`src/rtl/muldiv_pkg.sv`:
```
// Shared definitions for the EX-stage iterative multiply/divide unit:
// operation encodings, FSM state encoding, iteration count and sign helpers.
package muldiv_pkg;

    localparam int MD_ITER = 32;

    typedef enum logic [1:0] {
        MD_MULT  = 2'b00,
        MD_MULTU = 2'b01,
        MD_DIV   = 2'b10,
        MD_DIVU  = 2'b11
    } md_op_e;

    typedef logic [1:0] md_state_t;

    localparam md_state_t ST_IDLE = 2'd0;
    localparam md_state_t ST_RUN  = 2'd1;
    localparam md_state_t ST_FIX  = 2'd2;

    // Two's-complement magnitude when the operand is treated as signed.
    function automatic logic [31:0] abs_if(input logic [31:0] x, input logic sgn);
        return (sgn && x[31]) ? (32'd0 - x) : x;
    endfunction

    // Conditional negation used for the final sign correction.
    function automatic logic [31:0] neg_if(input logic [31:0] x, input logic neg);
        return neg ? (32'd0 - x) : x;
    endfunction

endpackage

```
`src/rtl/muldiv_step.sv`:
```
// One iteration of the multiply/divide datapath (purely combinational).
// Multiply: shift-add, one multiplier bit (in_bit, LSB first) per call.
// Divide (only with MULDIV_DIV_EN): restoring step, one dividend bit
// (in_bit, MSB first) per call; the 33-bit partial remainder lives in
// acc[32:0] and q_bit is the produced quotient bit.
module muldiv_step
    import muldiv_pkg::*;
(
`ifdef MULDIV_DIV_EN
    input  logic        div_mode,
    output logic        q_bit,
`endif
    input  logic [63:0] acc,
    input  logic [31:0] opnd,
    input  logic        in_bit,
    output logic [63:0] acc_next
);

    logic [32:0] sum_s;
`ifdef MULDIV_DIV_EN
    logic [32:0] shl_s;
    logic [33:0] diff_s;
`else
    // The lowest product bit is simply shifted out during multiply.
    logic unused_s;
    assign unused_s = acc[0];
`endif

    // Next accumulator/remainder for the selected mode.
    always_comb begin
        sum_s    = {1'b0, acc[63:32]} + {1'b0, (in_bit ? opnd : 32'd0)};
        acc_next = {sum_s, acc[31:1]};
`ifdef MULDIV_DIV_EN
        shl_s  = {acc[31:0], in_bit};
        diff_s = {1'b0, shl_s} - {2'b00, opnd};
        q_bit  = 1'b0;
        if (div_mode) begin
            q_bit    = ~diff_s[33];
            acc_next = {31'd0, (q_bit ? diff_s[32:0] : shl_s)};
        end else begin
            q_bit    = 1'b0;
        end
`endif
    end

endmodule

```
`src/rtl/ex_muldiv.sv`:
```
// EX-stage iterative MULT/MULTU/DIV/DIVU unit with architectural HI/LO.
// 34-cycle issue interval: capture, 32 iterations, sign fix.
// Build option: define MULDIV_DIV_EN to include the divider; without it
// divide starts are ignored and only the multiplier is present.
module ex_muldiv
    import muldiv_pkg::*;
#(
    parameter int ITER = MD_ITER
) (
    input  logic        clk,
    input  logic        rst,
    input  logic        start,
    input  logic [1:0]  op,
    input  logic [31:0] srca,
    input  logic [31:0] srcb,
    input  logic        mthi,
    input  logic        mtlo,
    output logic [31:0] hi,
    output logic [31:0] lo,
    output logic        busy,
    output logic        done
);

    md_state_t   state_r;
    logic [5:0]  cnt_r;
    logic [63:0] acc_r;
    logic [31:0] opa_r;      // multiplicand or divisor magnitude
    logic [31:0] shf_r;      // multiplier (shifts right) or dividend->quotient (shifts left)
    logic        sign_p_r;   // product / quotient sign
    logic [31:0] hi_r;
    logic [31:0] lo_r;
    logic        busy_r;
    logic        done_r;

    logic        is_signed_s;
    logic        launch_ok_s;
    logic [31:0] abs_a_s;
    logic [31:0] abs_b_s;
    logic [31:0] cap_opa_s;
    logic [31:0] cap_shf_s;
    logic [63:0] acc_next_s;
    logic [31:0] shf_next_s;
    logic [63:0] prod_s;
    logic [31:0] fix_hi_s;
    logic [31:0] fix_lo_s;

`ifdef MULDIV_DIV_EN
    logic        is_div_r;
    logic        sign_r_r;   // remainder sign
    logic        dz_r;       // divide by zero
    logic        q_bit_s;
`endif

    // Operand magnitudes and launch qualification at capture time.
    always_comb begin
        is_signed_s = (op == MD_MULT) || (op == MD_DIV);
        abs_a_s     = abs_if(srca, is_signed_s);
        abs_b_s     = abs_if(srcb, is_signed_s);
`ifdef MULDIV_DIV_EN
        launch_ok_s = 1'b1;
        if (op[1]) begin
            cap_opa_s = abs_b_s;
            cap_shf_s = abs_a_s;
        end else begin
            cap_opa_s = abs_a_s;
            cap_shf_s = abs_b_s;
        end
`else
        launch_ok_s = ~op[1];
        cap_opa_s   = abs_a_s;
        cap_shf_s   = abs_b_s;
`endif
    end

`ifdef MULDIV_DIV_EN
    muldiv_step u_step (
        .div_mode (is_div_r),
        .q_bit    (q_bit_s),
        .acc      (acc_r),
        .opnd     (opa_r),
        .in_bit   (is_div_r ? shf_r[31] : shf_r[0]),
        .acc_next (acc_next_s)
    );
`else
    muldiv_step u_step (
        .acc      (acc_r),
        .opnd     (opa_r),
        .in_bit   (shf_r[0]),
        .acc_next (acc_next_s)
    );
`endif

    // Operand shift register: multiplier moves right, dividend left with quotient bits entering.
    always_comb begin
`ifdef MULDIV_DIV_EN
        if (is_div_r) begin
            shf_next_s = {shf_r[30:0], q_bit_s};
        end else begin
            shf_next_s = {1'b0, shf_r[31:1]};
        end
`else
        shf_next_s = {1'b0, shf_r[31:1]};
`endif
    end

    // Sign-corrected results written to HI/LO in the FIX state.
    always_comb begin
        prod_s   = sign_p_r ? (64'd0 - acc_r) : acc_r;
        fix_hi_s = prod_s[63:32];
        fix_lo_s = prod_s[31:0];
`ifdef MULDIV_DIV_EN
        if (is_div_r) begin
            fix_lo_s = dz_r ? 32'hFFFF_FFFF : neg_if(shf_r, sign_p_r);
            fix_hi_s = neg_if(acc_r[31:0], sign_r_r);
        end else begin
            fix_lo_s = prod_s[31:0];
        end
`endif
    end

    // Control FSM, iteration counter, datapath registers and HI/LO.
    always_ff @(posedge clk or posedge rst) begin
        if (rst) begin
            state_r  <= ST_IDLE;
            cnt_r    <= 6'd0;
            acc_r    <= 64'd0;
            opa_r    <= 32'd0;
            shf_r    <= 32'd0;
            sign_p_r <= 1'b0;
            hi_r     <= 32'd0;
            lo_r     <= 32'd0;
            busy_r   <= 1'b0;
            done_r   <= 1'b0;
`ifdef MULDIV_DIV_EN
            is_div_r <= 1'b0;
            sign_r_r <= 1'b0;
            dz_r     <= 1'b0;
`endif
        end else begin
            done_r <= 1'b0;
            case (state_r)
                ST_IDLE: begin
                    if (start) begin
                        // start wins over a simultaneous move
                        if (launch_ok_s) begin
                            state_r  <= ST_RUN;
                            busy_r   <= 1'b1;
                            cnt_r    <= 6'd0;
                            acc_r    <= 64'd0;
                            opa_r    <= cap_opa_s;
                            shf_r    <= cap_shf_s;
                            sign_p_r <= is_signed_s & (srca[31] ^ srcb[31]);
`ifdef MULDIV_DIV_EN
                            is_div_r <= op[1];
                            sign_r_r <= is_signed_s & srca[31];
                            dz_r     <= (srcb == 32'd0);
`endif
                        end
                    end else begin
                        if (mthi) begin
                            hi_r <= srca;
                        end
                        if (mtlo) begin
                            lo_r <= srca;
                        end
                    end
                end
                ST_RUN: begin
                    acc_r <= acc_next_s;
                    shf_r <= shf_next_s;
                    cnt_r <= cnt_r + 6'd1;
                    if (cnt_r == 6'(ITER - 1)) begin
                        state_r <= ST_FIX;
                    end
                end
                ST_FIX: begin
                    hi_r    <= fix_hi_s;
                    lo_r    <= fix_lo_s;
                    done_r  <= 1'b1;
                    busy_r  <= 1'b0;
                    cnt_r   <= 6'd0;
                    state_r <= ST_IDLE;
                end
                default: begin
                    state_r <= ST_IDLE;
                    busy_r  <= 1'b0;
                    cnt_r   <= 6'd0;
                end
            endcase
        end
    end

    assign hi   = hi_r;
    assign lo   = lo_r;
    assign busy = busy_r;
    assign done = done_r;

endmodule

```
`config.mk`:
```
export PLATFORM = sky130hd
export DESIGN_NAME = ex_muldiv
export DESIGN_NICKNAME = d
export VERILOG_FILES = /design/src/rtl/muldiv_pkg.sv /design/src/rtl/muldiv_step.sv /design/src/rtl/ex_muldiv.sv
export SDC_FILE = /design/constraint.sdc
export NUM_CORES = 1
export LEC_CHECK = 0
export ABC_AREA = 1
export ABC_CLOCK_PERIOD_IN_PS = 9850
export CAP_MARGIN = 20
export CORE_UTILIZATION = 30
export DETAILED_ROUTE_END_ITERATION = 10
export PLACE_DENSITY_LB_ADDON = 0.1
export SLEW_MARGIN = 20
export SYNTH_ARGS = -nofsm -noshare
export SYNTH_HDL_FRONTEND = slang
export SYNTH_SLANG_ARGS = --single-unit
```
`constraint.sdc`:
```
create_clock -name clk -period 9.85 [get_ports clk]
set_clock_uncertainty 0.2 [all_clocks]
set_input_delay 1.97 -clock clk [delete_from_list [all_inputs] [get_ports clk]]
set_output_delay 1.97 -clock clk [all_outputs]
set_load 0.005 [all_outputs]
```
==> results.sh <==
export IMPL_swShare=0.471
export IMPL_final_hold_viol_count=0
export IMPL_port_buffers=136
export IMPL_layout_cells_non_filler=3198
export IMPL_outcome="completed"
export IMPL_yosysTopAreaCellShare=0.337
export IMPL_slew_violations=0
export IMPL_crit_required_ns=10.08
export IMPL_track_usage=0.240
export IMPL_power_density_nw_per_um2=306
export IMPL_synthesis_instances=2413
export IMPL_cts_max_path_buffers=3
export IMPL_grt_util_met1=0.324
export IMPL_grt_met2_usage=0.391
export IMPL_seq_area_frac_synth=0.337
export IMPL_cap_violations=0
export IMPL_nNetsFinal=2621
export IMPL_post_route_period_util=0.434
export IMPL_synthTopCellsByArea="dfrtp_1, nand2_1, nand3_1, inv_1, nor2_1"
export IMPL_synth_seq_cells=203
export IMPL_leakage_nw=9.24
export IMPL_fill_cells=5443
export IMPL_min_period_ns=4.27
export IMPL_drt_iter0_drc=1224
export IMPL_final_area_um2=18000
export IMPL_crit_chain="clkdlybuf4s50_1 -> nand2_1 -> nor2_2 -> buf_4 -> clkinv_2 -> a22o_1"
export IMPL_multi_input_area_um2=8330
export IMPL_vias=16000
export IMPL_netSwitchingPower_w=0.00260
export IMPL_yosysUniqueCellTypes=39
export IMPL_htree_levels=1
export IMPL_cts_resized=0
export IMPL_via_per_inst=5.00
export IMPL_p_clk_frac=0.194
export IMPL_ios=137
export IMPL_dieArea_um2=51100
export IMPL_cp_slowest_stage_delay_ns=0.84
export IMPL_slew_headroom=0.292
export IMPL_comb_power_share=0.521
export IMPL_overflow=0
export IMPL_netlist_area_um2=15100
export IMPL_final_layout_size_suffix_gt1_frac=0.0399
export IMPL_clock_latency_ns=0.56
export IMPL_cp_arrival_ns=4.50
export IMPL_grt_pass1_wl_um=92500
export IMPL_cp_end_kind="flip-flop"
export IMPL_grt_busiest_layer="met2"
export IMPL_setup_violations=0
export IMPL_post_cts_buffers=0
export IMPL_place_inst=3147
export IMPL_worst_pin_slew_ns=1.06
export IMPL_synth_edf_count=0
export IMPL_numCtsBuffers=26
export IMPL_synth_main_ff_cell="dfrtp_1"
export IMPL_cts_clk_slew_worst_paths_ns=0.06
export IMPL_setup_tns_final_ns=0
export IMPL_ir_worst_vdd_uv=113
export IMPL_synthTopCellsByCount="nand2_1, inv_1, nand3_1"
export IMPL_clkSinkCount=203
export IMPL_grtUsageMet3=0.0310
export IMPL_synth_top_area_cell="dfrtp_1"
export IMPL_crit_start="start"
export IMPL_hold_buffers=0
export IMPL_cpMaxStageDelayCell="clkinv_2"
export IMPL_core_area_um2=49300
export IMPL_ant_nets=0
export IMPL_routedWlPerCell_um=19.1
export IMPL_grt_pass1_vias=15400
export IMPL_async_reset_ff_frac=1.00
export IMPL_finalWirelength_um=61100
export IMPL_rsz0062_at_grt="false"
export IMPL_min_from="shf_r[26]"
export IMPL_synth_nets=2521
export IMPL_r2r_start="shf_r[0]"
export IMPL_std_cell_rows=81
export IMPL_place_hpwl_um=47700
export IMPL_gp_congestion=0.954
export IMPL_start_util=0.306
export IMPL_synth_most_common_cell="nand2_1"
export IMPL_register_area_um2=5080
export IMPL_antenna_found_initial=1
export IMPL_area_delta_synth_final_pct=19.8
export IMPL_startpoint_type="primary input"
export IMPL_power_internal_w=0.00292
export IMPL_fp_dieW_um=226
export IMPL_fmax_mhz=234
export IMPL_cts_tree="built"
export IMPL_p_seq_frac=0.285
export IMPL_die_y_um=226
export IMPL_hp_class="flip-flop to flip-flop"
export IMPL_crit_fanout=63
export IMPL_drt_pass1_iter_count=6
export IMPL_power_w=0.00552
export IMPL_critPathKind="primary input to flip-flop"
export IMPL_avgSynthCellArea_um2=6.24
export IMPL_placed_area_um2=17000
export IMPL_drc_errors=0
export IMPL_grt_max_degree=121
export IMPL_synth_warnings=0
export IMPL_cts_root_buf="clkbuf_16"
## flip-flops by register name, summed over array words and instances, names as in the netlist
signal,cells
acc_r,64
hi,32
lo,32
opa_r,32
shf_r,32
cnt_r,6
state_r,2
busy,1
done,1
sign_p_r,1
## power by group through the flow
| stage | sequential, W | combinational (W) | clock (W) |
|---|---|---|---|
| after floorplan | 0.00143 | 0.00191 | 0 |
| after global placement | 0.00158 | 0.00283 | 0 |
| after detailed placement | 0.00158 | 0.00285 | 0 |
| after CTS | 0.00157 | 0.00286 | 0.00109 |
| after global routing | 0.00161 | 0.00327 | 0.00112 |
| final | 0.00158 | 0.00288 | 0.00107 |
## stage by stage
stage | setup slack (ns) | util | hold slack [ns]
4_1_cts | 5.72 | 0.365 | 0.281
3_5_place_dp | 5.14 | 0.346 | 0.266
6_report | 5.58 | 0.366 | 0.279
5_1_grt | 5.39 | 0.366 | 0.300
3_3_place_gp | 5.18 | 0.346 | 0.265
2_1_floorplan | 2.14 | - | 0.249
## critical path, delay by kind of cell
family / cells / cell delay (ns)
buf+inv: 3 / 1.75
compound gates: 1 / 0.51
simple gates: 2 / 0.21
## cells by family after synthesis
logic type / count (synthesis) / synth area share
xor gates and xnor gates: 24 / 0.0140
DFF: 203 / 0.337
AOI/OAI and AO/OA: 307 / 0.116
and+or+nand+nor: 1410 / 0.391
adders and majority gates: 37 / 0.0313
buffers and inverters: 432 / 0.110
## metal layers
layer | wire length, um | vias up | share of wire
met5 | 0 | - | 0
met4 | 2260 | 0 | 0.037
met3 | 3550 | 94 | 0.058
met2 | 27500 | 464 | 0.45
met1 | 27800 | 7508 | 0.46
li1 | - | 7915 | -
## cell type report
class | instances | area share
clock buffers | 39 | 0.0427
repair buffers | 148 | 0.0823
well taps | 664 | 0.0461
diodes | 1 | 0.000139
multi-input cells | 1778 | 0.462
clock inverters | 9 | 0.0104
inverters | 356 | 0.0746
flip-flops and latches | 203 | 0.282
## final timing paths
check | end | slack [ns] | depth (start not counted)
hold / removal | shf_r[26] | 0.28 | 2
min in group asynchronous | acc_r[8] | 1.81 | 2
setup reg to reg | acc_r[51] | 6.34 | 12
hold reg to reg | shf_r[26] | 0.28 | 2
setup / recovery | opa_r[31] | 5.58 | 6
max in group asynchronous | opa_r[9] | 6.41 | 3
## cells in the final DEF (no fill, tap or decap), types with 22 or more instances in the layout
cell type and n:
xor2_1 22, nor2_1 232, dfrtp_1 202, clkbuf_16 26, nand3_1 294, ha_1 36, inv_1 342, o22ai_1 38
o21ai_0 131, nand2_1 804, clkdlybuf4s50_1 136, a21oi_1 54, o211ai_1 29, nand4_1 34
(Power assumes the default switching activity.)
